$ cat src/rtl/wash_cycle_sequencer_if.sv
// rtl/wash_cycle_sequencer_if.sv - sequencer-to-timer handshake bundle
interface wash_cycle_sequencer_if;
    logic       Trigger_clk_timer;
    logic [2:0] Duration_clk_timer;
    logic [1:0] CLK_freq;
    logic       Timer_pause;
    logic       timer_load;

    modport master (
        input  Trigger_clk_timer,
        output Duration_clk_timer,
        output CLK_freq,
        output Timer_pause,
        output timer_load
    );

    modport slave (
        output Trigger_clk_timer,
        input  Duration_clk_timer,
        input  CLK_freq,
        input  Timer_pause,
        input  timer_load
    );
endinterface

$ cat src/rtl/wash_cycle_sequencer.sv
// rtl/wash_cycle_sequencer.sv - wash phase sequencer with timer load, pause and watchdog
module wash_cycle_sequencer #(
    parameter logic [2:0]  DUR_IDLE    = 3'b000,
    parameter logic [2:0]  DUR_FILL    = 3'b001,
    parameter logic [2:0]  DUR_WASH    = 3'b010,
    parameter logic [2:0]  DUR_RINSE   = 3'b011,
    parameter logic [2:0]  DUR_SPIN    = 3'b100,
    parameter logic [31:0] WDOG_CYCLES = 32'd1000000000
) (
    input  logic                        CLK,
    input  logic                        RST,
    input  logic                        coin_in,
    input  logic                        double_wash,
    input  logic [1:0]                  CLK_freq_sel,
    input  logic                        pause_req,
    wash_cycle_sequencer_if.master      tmr,
    output logic [2:0]                  phase,
    output logic                        wash_done,
    output logic                        fault
);

    typedef enum logic [2:0] {
        S_IDLE  = 3'd0,
        S_FILL  = 3'd1,
        S_WASH  = 3'd2,
        S_RINSE = 3'd3,
        S_SPIN  = 3'd4,
        S_DONE  = 3'd5,
        S_ERROR = 3'd6
    } state_t;

    state_t      state_q, state_d;
    logic [2:0]  dur_q, dur_d;
    logic [1:0]  freq_q, freq_d;
    logic        pause_q, pause_d;
    logic        load_q, load_d;
    logic        done_q, done_d;
    logic        fault_q, fault_d;
    logic        dbl_q, dbl_d;
    logic        pass_q, pass_d;
    logic [1:0]  blank_q, blank_d;
    logic [31:0] wdog_q, wdog_d;

    logic armed, trig_hit, wdog_hit, entry;

    function automatic logic is_phase(input state_t s);
        return (s == S_FILL) || (s == S_WASH) || (s == S_RINSE) || (s == S_SPIN);
    endfunction

    always_comb begin
        state_d = state_q;
        dbl_d   = dbl_q;
        pass_d  = pass_q;
        freq_d  = freq_q;
        wdog_d  = wdog_q;
        blank_d = (blank_q != 2'd0) ? blank_q - 2'd1 : blank_q;
        dur_d   = DUR_IDLE;

        // The timer may still show the previous phase's trigger for two cycles after a load
        armed    = is_phase(state_q) && (blank_q == 2'd0);
        trig_hit = armed && tmr.Trigger_clk_timer;
        wdog_hit = armed && !pause_q && (wdog_q == WDOG_CYCLES - 32'd1);
        if (armed && !pause_q) begin
            wdog_d = wdog_q + 32'd1;
        end

        case (state_q)
            S_IDLE, S_DONE: begin
                if (coin_in) begin
                    state_d = S_FILL;
                    dbl_d   = double_wash;
                    freq_d  = CLK_freq_sel;
                    pass_d  = 1'b0;
                end
            end
            S_FILL:  if (trig_hit) state_d = S_WASH;
            S_WASH:  if (trig_hit) state_d = S_RINSE;
            S_RINSE: begin
                if (trig_hit) begin
                    if (dbl_q && !pass_q) begin
                        state_d = S_WASH;
                        pass_d  = 1'b1;
                    end else begin
                        state_d = S_SPIN;
                    end
                end
            end
            S_SPIN:  if (trig_hit) state_d = S_DONE;
            default: state_d = state_q;
        endcase

        // A trigger landing on the watchdog limit cycle still advances normally
        if (wdog_hit && !trig_hit) begin
            state_d = S_ERROR;
        end

        entry = (state_d != state_q) && is_phase(state_d);
        if (entry) begin
            wdog_d  = 32'd0;
            blank_d = 2'd2;
        end

        case (state_d)
            S_FILL:  dur_d = DUR_FILL;
            S_WASH:  dur_d = DUR_WASH;
            S_RINSE: dur_d = DUR_RINSE;
            S_SPIN:  dur_d = DUR_SPIN;
            default: dur_d = DUR_IDLE;
        endcase

        load_d  = entry;
        pause_d = pause_req && (state_d == S_SPIN);
        done_d  = (state_d == S_DONE);
        fault_d = (state_d == S_ERROR);
    end

    always_ff @(posedge CLK) begin
        if (!RST) begin
            state_q <= S_IDLE;
            dur_q   <= DUR_IDLE;
            freq_q  <= 2'b00;
            pause_q <= 1'b0;
            load_q  <= 1'b0;
            done_q  <= 1'b0;
            fault_q <= 1'b0;
            dbl_q   <= 1'b0;
            pass_q  <= 1'b0;
            blank_q <= 2'd0;
            wdog_q  <= 32'd0;
        end else begin
            state_q <= state_d;
            dur_q   <= dur_d;
            freq_q  <= freq_d;
            pause_q <= pause_d;
            load_q  <= load_d;
            done_q  <= done_d;
            fault_q <= fault_d;
            dbl_q   <= dbl_d;
            pass_q  <= pass_d;
            blank_q <= blank_d;
            wdog_q  <= wdog_d;
        end
    end

    assign phase                  = state_q;
    assign wash_done              = done_q;
    assign fault                  = fault_q;
    assign tmr.Duration_clk_timer = dur_q;
    assign tmr.CLK_freq           = freq_q;
    assign tmr.Timer_pause        = pause_q;
    assign tmr.timer_load         = load_q;

endmodule

$ cat src/flat_wrapper.sv
// flat-port wrapper written by rule: the top's interface ports become plain ports
module wash_cycle_sequencer_flat 
#(
    parameter logic [2:0]  DUR_IDLE    = 3'b000,
    parameter logic [2:0]  DUR_FILL    = 3'b001,
    parameter logic [2:0]  DUR_WASH    = 3'b010,
    parameter logic [2:0]  DUR_RINSE   = 3'b011,
    parameter logic [2:0]  DUR_SPIN    = 3'b100,
    parameter logic [31:0] WDOG_CYCLES = 32'd1000000000
)
  (CLK, RST, coin_in, double_wash, CLK_freq_sel, pause_req, phase, wash_done, fault, tmr_Trigger_clk_timer, tmr_Duration_clk_timer, tmr_CLK_freq, tmr_Timer_pause, tmr_timer_load);
  wash_cycle_sequencer_if tmr_i ();
  input  logic CLK;
  input  logic RST;
  input  logic coin_in;
  input  logic double_wash;
  input  logic [1:0] CLK_freq_sel;
  input  logic pause_req;
  output logic [2:0] phase;
  output logic wash_done;
  output logic fault;
  input wire logic [$bits(tmr_i.Trigger_clk_timer)-1:0] tmr_Trigger_clk_timer;
  output wire logic [$bits(tmr_i.Duration_clk_timer)-1:0] tmr_Duration_clk_timer;
  output wire logic [$bits(tmr_i.CLK_freq)-1:0] tmr_CLK_freq;
  output wire logic [$bits(tmr_i.Timer_pause)-1:0] tmr_Timer_pause;
  output wire logic [$bits(tmr_i.timer_load)-1:0] tmr_timer_load;
  assign tmr_i.Trigger_clk_timer = tmr_Trigger_clk_timer;
  assign tmr_Duration_clk_timer = tmr_i.Duration_clk_timer;
  assign tmr_CLK_freq = tmr_i.CLK_freq;
  assign tmr_Timer_pause = tmr_i.Timer_pause;
  assign tmr_timer_load = tmr_i.timer_load;
  wash_cycle_sequencer #(.DUR_IDLE(DUR_IDLE), .DUR_FILL(DUR_FILL), .DUR_WASH(DUR_WASH), .DUR_RINSE(DUR_RINSE), .DUR_SPIN(DUR_SPIN), .WDOG_CYCLES(WDOG_CYCLES)) u_core (.CLK(CLK), .RST(RST), .coin_in(coin_in), .double_wash(double_wash), .CLK_freq_sel(CLK_freq_sel), .pause_req(pause_req), .tmr(tmr_i), .phase(phase), .wash_done(wash_done), .fault(fault));
endmodule
$ cat config.mk
export PLATFORM = sky130hd
export DESIGN_NAME = wash_cycle_sequencer_flat
export DESIGN_NICKNAME = d
export VERILOG_FILES = /design/src/rtl/wash_cycle_sequencer_if.sv /design/src/rtl/wash_cycle_sequencer.sv /design/src/flat_wrapper.sv
export SDC_FILE = /design/constraint.sdc
export NUM_CORES = 1
export LEC_CHECK = 0
export CORE_ASPECT_RATIO = 1.25
export CORE_MARGIN = 3
export CORE_UTILIZATION = 30
export CTS_BUF_LIST = sky130_fd_sc_hd__clkbuf_16
export DETAILED_ROUTE_END_ITERATION = 12
export GPL_ROUTABILITY_DRIVEN = 1
export PLACE_DENSITY = 0.46
export SYNTH_ARGS = -nofsm -noshare
export SYNTH_HDL_FRONTEND = slang
export SYNTH_SLANG_ARGS = --single-unit
export TNS_END_PERCENT = 5
$ cat constraint.sdc
create_clock -name CLK -period 2.1 [get_ports CLK]
set_input_delay 0.21 -clock CLK [delete_from_list [all_inputs] [get_ports CLK]]
set_output_delay 0.21 -clock CLK [all_outputs]
set_load 0.005 [all_outputs]
**After elaboration in Yosys (flattened, before gate mapping)**

Index checks and enable logic that the tools add are counted.

- Flip-flop bits (word level): 48
- Input bits: 8
- Output and inout port bits: 12
- Word-level logic and storage cells: 72

- Add/subtract/negate cells: 2
- Equality and inequality tests: 16
- Muxes and demuxes: 15
- Bitwise operators: 1
- Reductions and logical operators: 26

Operators by type and width:

| kind | number |
|---|---|
| 32-bit by 1-bit adder with 32-bit output, second input constant | 1 |
| 32-bit by 30-bit equality test with 1-bit output, second input constant | 1 |
| 3-bit 2-to-1 mux | 7 |
| 3-bit equality test, second input constant | 5 |
| 3-bit one-hot mux with 5 select lines | 1 |
| 3-bit by 2-bit equality test with 1-bit output, second input constant | 4 |
| 3-bit one-hot mux with 4 select lines | 1 |
| 1-bit logical AND | 8 |
| 3-bit by 1-bit equality test with 1-bit output, second input constant | 2 |
| 1-bit logical OR | 6 |
| 2-bit nonzero test | 3 |
| 2-bit 2-to-1 mux | 2 |
| 2-bit != test, second input constant | 2 |
| 4-bit AND reduction | 1 |
| 2-bit OR reduction | 2 |
| 1-bit zero test | 3 |
| 3-bit zero test | 1 |
| 1-bit 2-to-1 mux | 3 |
| 3-bit != test | 1 |
| 2-bit zero test | 1 |
| 2-bit by 1-bit != test with 1-bit output, second input constant | 1 |
| 1-bit one-hot mux with 2 select lines | 1 |
| 2-bit AND reduction | 1 |
| 2-bit by 1-bit subtractor with 2-bit output, second input constant | 1 |
| 1-bit inverter | 1 |

**Logic depth before layout (Yosys ltp)**

- Depth in word-level cells: 15
- Mapped depth: 6
- Gate-level depth less buffers: 4

**Worst setup path after synthesis**

OpenSTA, ideal clock, no wires.

- Path kind: reg2reg
- Start point: register u_core.state_q[2], in the netlist u_core.phase[2]
- End point: register u_core.wdog_q[24]
- Setup time: 0.071 ns
- Data arrival time: 1.625 ns
- Required time: 2.029 ns
- Path slack: 0.404 ns
- Cell stages (with the launch flop): 6
- Buffers on the path: 1
- Clock period less this slack: 1.696 ns
- Cell sequence: dfxtp_1 -> nor3b_2 -> o2111ai_1 -> buf_2 -> or4_1 -> a21oi_1

- Word-level cells in the longest chain between the ends: 15
- Elaborated cells between the ends (all ways): 33
- Classes of those cells: 10 x eq/ne; 7 x mux; 16 x reduce/logical

Ends and longest elaborated chain:

| item | line | RTL |
|---|---|---|
| start, declared | wash_cycle_sequencer.sv:32 | `state_t state_q, state_d;` |
| start signal, assigned | wash_cycle_sequencer.sv:131 | `state_q <= state_d;` |
| 3-bit by 1-bit equality test with 1-bit output or 3-bit by 2-bit equality test with 1-bit output (tied branches) | wash_cycle_sequencer.sv:47, wash_cycle_sequencer.sv:67 |  |
| 1-bit logical OR (3 in a row) | wash_cycle_sequencer.sv:47 | `return (s == S_FILL) \|\| (s == S_WASH) \|\| (s == S_RINSE) \|\| (s == S_SPIN);` |
| 1-bit logical AND | wash_cycle_sequencer.sv:60 | `armed = is_phase(state_q) && (blank_q == 2'd0);` |
| 1-bit logical AND, on equally long branches | wash_cycle_sequencer.sv:61, wash_cycle_sequencer.sv:62, wash_cycle_sequencer.sv:63 |  |
| 3-bit 2-to-1 mux (tied with other cells) | wash_cycle_sequencer.sv:88 | `S_SPIN: if (trig_hit) state_d = S_DONE;` |
| 3-bit one-hot mux with 5 select lines or 1-bit logical AND (tied branches) | wash_cycle_sequencer.sv:67, wash_cycle_sequencer.sv:93 |  |
| 3-bit 2-to-1 mux | wash_cycle_sequencer.sv:93 | `if (wdog_hit && !trig_hit) begin` |
| 3-bit by 1-bit equality test with 1-bit output or 3-bit by 2-bit equality test with 1-bit output (tied branches) | wash_cycle_sequencer.sv:47 |  |
| 1-bit logical OR (3 in a row) | wash_cycle_sequencer.sv:47 |  |
| 1-bit logical AND | wash_cycle_sequencer.sv:97 | `entry = (state_d != state_q) && is_phase(state_d);` |
| 2-bit OR reduction (no source line) | - |  |
| end signal, assigned | wash_cycle_sequencer.sv:141 | `wdog_q <= wdog_d;` |
| end, declared | wash_cycle_sequencer.sv:42 | `logic [31:0] wdog_q, wdog_d;` |

Several ways; a longest one is shown, not always the timed one.
A chain may end at the register's enable or synchronous reset.

**Worst setup path in the final report**

- Start point: register u_core.state_q[0], in the netlist u_core.phase[0]
- End point: register u_core.wdog_q[22]

Same word-level chain as after synthesis.

==> impl_results.rst <==
.. list-table::
   :header-rows: 1

   * - Metric
     - Value
   * - Fraction of final layout cells with drive strength greater than 1
     - 10.6%
   * - Post-route setup TNS
     - 0 ps
   * - Max_slew headroom
     - 63.7%
   * - Average routed wire per standard cell
     - 14.9 um
   * - Proportion of power drawn by the clock network
     - 39.2%
   * - Core ar.
     - around 7500 sq um
   * - Highest ir drop seen on vdd
     - around 0.00039 V
   * - Number of iterations in the first detailed-routing pass
     - 4
   * - Area delta synth->final
     - 21.9%
   * - Post-Place Worst Slack
     - slightly above 70 ps
   * - Area fraction of the dominant cell type after synthesis
     - about 41%
   * - Flop and latch count out of synthesis
     - 48
   * - Power dissipated by switching net loads
     - approximately 0.00047 W
   * - DRC marker count from the first detailed-route iteration
     - between 100 and 150
   * - Final setup skew
     - 6.02 ps
   * - Ant diodes
     - 0
   * - Placed Instance Area
     - 2750 sq um
   * - Cells along the critical path
     - nor3b_2 > o2111ai_2 > buf_4 > or4_1 > a21oi_1
   * - Global route total overflow
     - 0
   * - Count of endpoints failing hold in the final timing report
     - 0
   * - Die height
     - 105 um
   * - Seq/Total Area, Yosys
     - approximately two fifths
   * - Crit path required time
     - ~2300 ps
   * - Filler cell count
     - 785
   * - Type of the worst setup path
     - reg -> reg
   * - Flop pwr share
     - 48.3%
   * - Power density relative to cell area
     - about 680 nW/um^2
   * - Routability congestion estimate from global placement
     - between 0.7 and 0.8
   * - Initial core utilization
     - 31.5%
   * - Cell with the biggest individual delay on the critical path
     - sky130_fd_sc_hd__or4_1
   * - Global routing usage summed across all routing layers
     - a little over an eighth
   * - CTS Root Buffer Type
     - sky130_fd_sc_hd__clkbuf_16
   * - Maximum cell stage delay along the critical path
     - approximately 530 ps
   * - Total area of sequential cells
     - 961 sq um
   * - Sw Share
     - 24.1%
   * - Max frequency
     - around 0.53 GHz
   * - Worst path arrival time
     - around 2100 ps
   * - TritonCTS clock tree
     - built
   * - Leading cell types by total area after synthesis
     - sky130_fd_sc_hd__dfxtp_1, sky130_fd_sc_hd__a21oi_1, sky130_fd_sc_hd__o31ai_1, sky130_fd_sc_hd__or4_1, sky130_fd_sc_hd__nand4_1
   * - Maximum number of pins on one net before global-route repair
     - 34
   * - Syn_nets
     - approximately 280
   * - Avg Inst Size Synth
     - 8.84 sq um
   * - Total Wirelength
     - 5730 um
   * - Via count of the first global-routing pass
     - roughly 2100
   * - # setup viols final
     - 0
   * - Min Hold Slack
     - around 500 ps
   * - Post-route fraction of the period consumed by the critical path
     - between 80 and 90%
   * - Number of instances in the placed design
     - about 380
   * - Number of standard cells after synthesis
     - around 270
   * - Part of the power in combinational logic
     - around 13%
   * - Clock latency at the later pin of the worst-skew pair
     - slightly below 300 ps
   * - Async SR Flop Fraction
     - 0%
   * - Setup fix buffers added after clock tree synthesis
     - 0
   * - Post-synth cell types
     - 45
   * - Total of warnings raised by yosys
     - 0
   * - Transition time at the pin with the least slew margin
     - approximately 540 ps
   * - Global-route wire length before repair
     - around 10000 um
   * - Post-layout min period
     - 1880 ps
   * - Area occupied by multi-input gates
     - between 1000 and 1500 sq um
   * - Static leakage power
     - 0.904 nW
   * - Outcome
     - finished, final reports clean
   * - Setup slack of the most critical reg-to-reg path
     - around 220 ps
   * - Area enclosed by the die boundary
     - about 9000 sq um
   * - Largest delay share family, worst path
     - simple AND/OR/NAND/NOR gates
   * - Num ports
     - 20
   * - Via count normalized by instance count
     - 5.63
   * - Non-Filler Cell Area, Final
     - 2890 sq um
   * - CTS max path bufs
     - 2
   * - Number of buffers created by CTS
     - 5
   * - Number of antenna violations at the first check in global routing
     - 0
   * - Number of enable flip-flop cells after synthesis
     - 0
   * - Number of non-filler instances in the completed layout
     - 384
   * - Number of clock sinks
     - 48
   * - Port-buffer cells
     - 19
   * - Post-synth top area cell
     - sky130_fd_sc_hd__dfxtp_1
   * - Setup repair after global routing missed its margin
     - false
   * - Final Worst Setup Slack
     - roughly 220 ps
   * - Cell area after technology mapping
     - 2370 sq um
   * - H-tree Lvls
     - 2
   * - Quantity of gates resized following cts
     - 0
   * - Remaining antenna violation count
     - 0
   * - Final net count
     - 300
   * - Most used standard cells in the synthesized netlist
     - sky130_fd_sc_hd__dfxtp_1, sky130_fd_sc_hd__a21oi_1, sky130_fd_sc_hd__o31ai_1, sky130_fd_sc_hd__or4_1, sky130_fd_sc_hd__clkbuf_1
   * - Critical Path Source Type
     - flop
   * - Crit path buf inv count
     - 1
   * - Number of hold-repair buffers added at the cts stage
     - 0
   * - Category of the worst setup path capture point
     - flop
   * - Die width
     - 85.5 um
   * - Max-slew violation count
     - 0
   * - Top flip-flop cell by instance count after synthesis
     - sky130_fd_sc_hd__dfxtp_1
   * - Worst hold path type
     - in -> reg
   * - Clock-pin transition on the worst setup and hold timing paths
     - around 70 ps
   * - Post-route DRC violation count
     - 0
   * - Vias after detailed routing
     - around 2200
   * - Total internal power
     - between 0.001 and 0.0015 W
   * - DP Wirelength
     - 3830 um
   * - FP Rows
     - 35
   * - Max-cap check violation count
     - 0
   * - Max FO, Critical Path
     - 28
   * - Most repeated cell in the gate-level netlist after synthesis
     - sky130_fd_sc_hd__dfxtp_1
## sequential cells by signal (all words and copies together), names as in the netlist
register                       cells
u_core.wdog_q                     32
u_core.phase                       3
u_core.tmr.Duration_clk_timer      3
u_core.blank_q                     2
u_core.tmr.CLK_freq                2
u_core.dbl_q                       1
u_core.fault                       1
u_core.pass_q                      1
u_core.tmr.Timer_pause             1
u_core.tmr.timer_load              1
u_core.wash_done                   1
## power by group through the flow
stage | Clock (W) | Combinational, W | Sequential, W
floorplan | 0 | 0.000134 | 0.000975
global placement | 0 | 0.000250 | 0.000970
detailed placement | 0 | 0.000249 | 0.000971
CTS | 0.000802 | 0.000251 | 0.000950
global route | 0.000840 | 0.000272 | 0.000952
finish | 0.000770 | 0.000246 | 0.000950
## worst register-to-register path, stage by stage, from the launching register on
cell	delay (ps)
sky130_fd_sc_hd__dfxtp_1	330
sky130_fd_sc_hd__nor3b_2	350
sky130_fd_sc_hd__o2111ai_2	180
sky130_fd_sc_hd__buf_4	270
sky130_fd_sc_hd__or4_1	530
sky130_fd_sc_hd__a21oi_1	140
## placed cells by master (no fill, tap or decap), drive strengths merged, types with 2 or more instances in the layout
master / synthesis / layout
o21ai: 7 / 7
nor2b: 8 / 8
o21ba: 4 / 4
nor3b: 5 / 5
dfxtp: 48 / 48
o21a: 5 / 5
nand3: 8 / 8
nand2: 11 / 11
a21oi: 32 / 32
mux2i: 4 / 4
and3b: 2 / 2
a21boi: 2 / 2
or4: 20 / 20
clkdlybuf4s50: 0 / 19
nor4: 6 / 6
and4: 7 / 7
buf: 4 / 16
nor4b: 3 / 3
and3: 6 / 6
or3: 6 / 6
o31ai: 20 / 20
o31a: 3 / 3
nor2: 8 / 8
inv: 3 / 5
o211ai: 3 / 3
nor3: 2 / 2
nand4: 10 / 10
clkbuf: 15 / 5
xnor2: 2 / 2
## metrics by stage
| step | total power (W) | utilization [%] |
|---|---|---|
| 6_report | 0.00197 | 38.3 |
| 5_1_grt | 0.00206 | 38.3 |
| 4_1_cts | 0.00200 | 38.3 |
| 3_5_place_dp | 0.00122 | 36.5 |
| 3_3_place_gp | 0.00122 | 36.5 |
| 2_1_floorplan | 0.00111 | - |
## cells by family after synthesis
kind of cell | count (synthesis) | synth area share (%)
AO/OA/AOI/OAI | 81 | 22.7
XOR/XNOR | 3 | 1.11
adder cells (fa/ha/maj) | 1 | 0.528
buffers and inverters | 22 | 3.64
flip-flops | 48 | 40.5
multiplexers | 4 | 1.69
AND/OR/NAND/NOR | 109 | 29.8
## per-layer routing
| layer | track usage [%] | part of all wire (%) | vias up | wire, um |
|---|---|---|---|---|
| met5 | 0 | 0 | - | 0 |
| li1 | - | - | 1097 | - |
| met2 | 22.8 | 49 | 40 | 2800 |
| met1 | 17.5 | 46 | 1017 | 2640 |
| met3 | 2.27 | 3.6 | 7 | 204 |
| met4 | 4.19 | 1.5 | 0 | 86 |
## cell type report
cell class,instances,share of cell area (%)
multi-input cells,198,46.0
clock buffers,5,4.33
repair buffers,35,11.6
clock inverters,3,0.390
well taps,92,3.99
flip-flops and latches,48,33.3
inverters,3,0.390
## path summary, 6_finish.rpt
path	startpoint	depth (start not counted)	to
worst max register to register	u_core.phase[0]	5	u_core.wdog_q[22]
worst min-delay path	pause_req	2	u_core.tmr.Timer_pause
worst max-delay path	u_core.phase[0]	5	u_core.wdog_q[22]
worst min register to register	u_core.wdog_q[25]	2	u_core.wdog_q[25]
(Power assumes the default switching activity.)
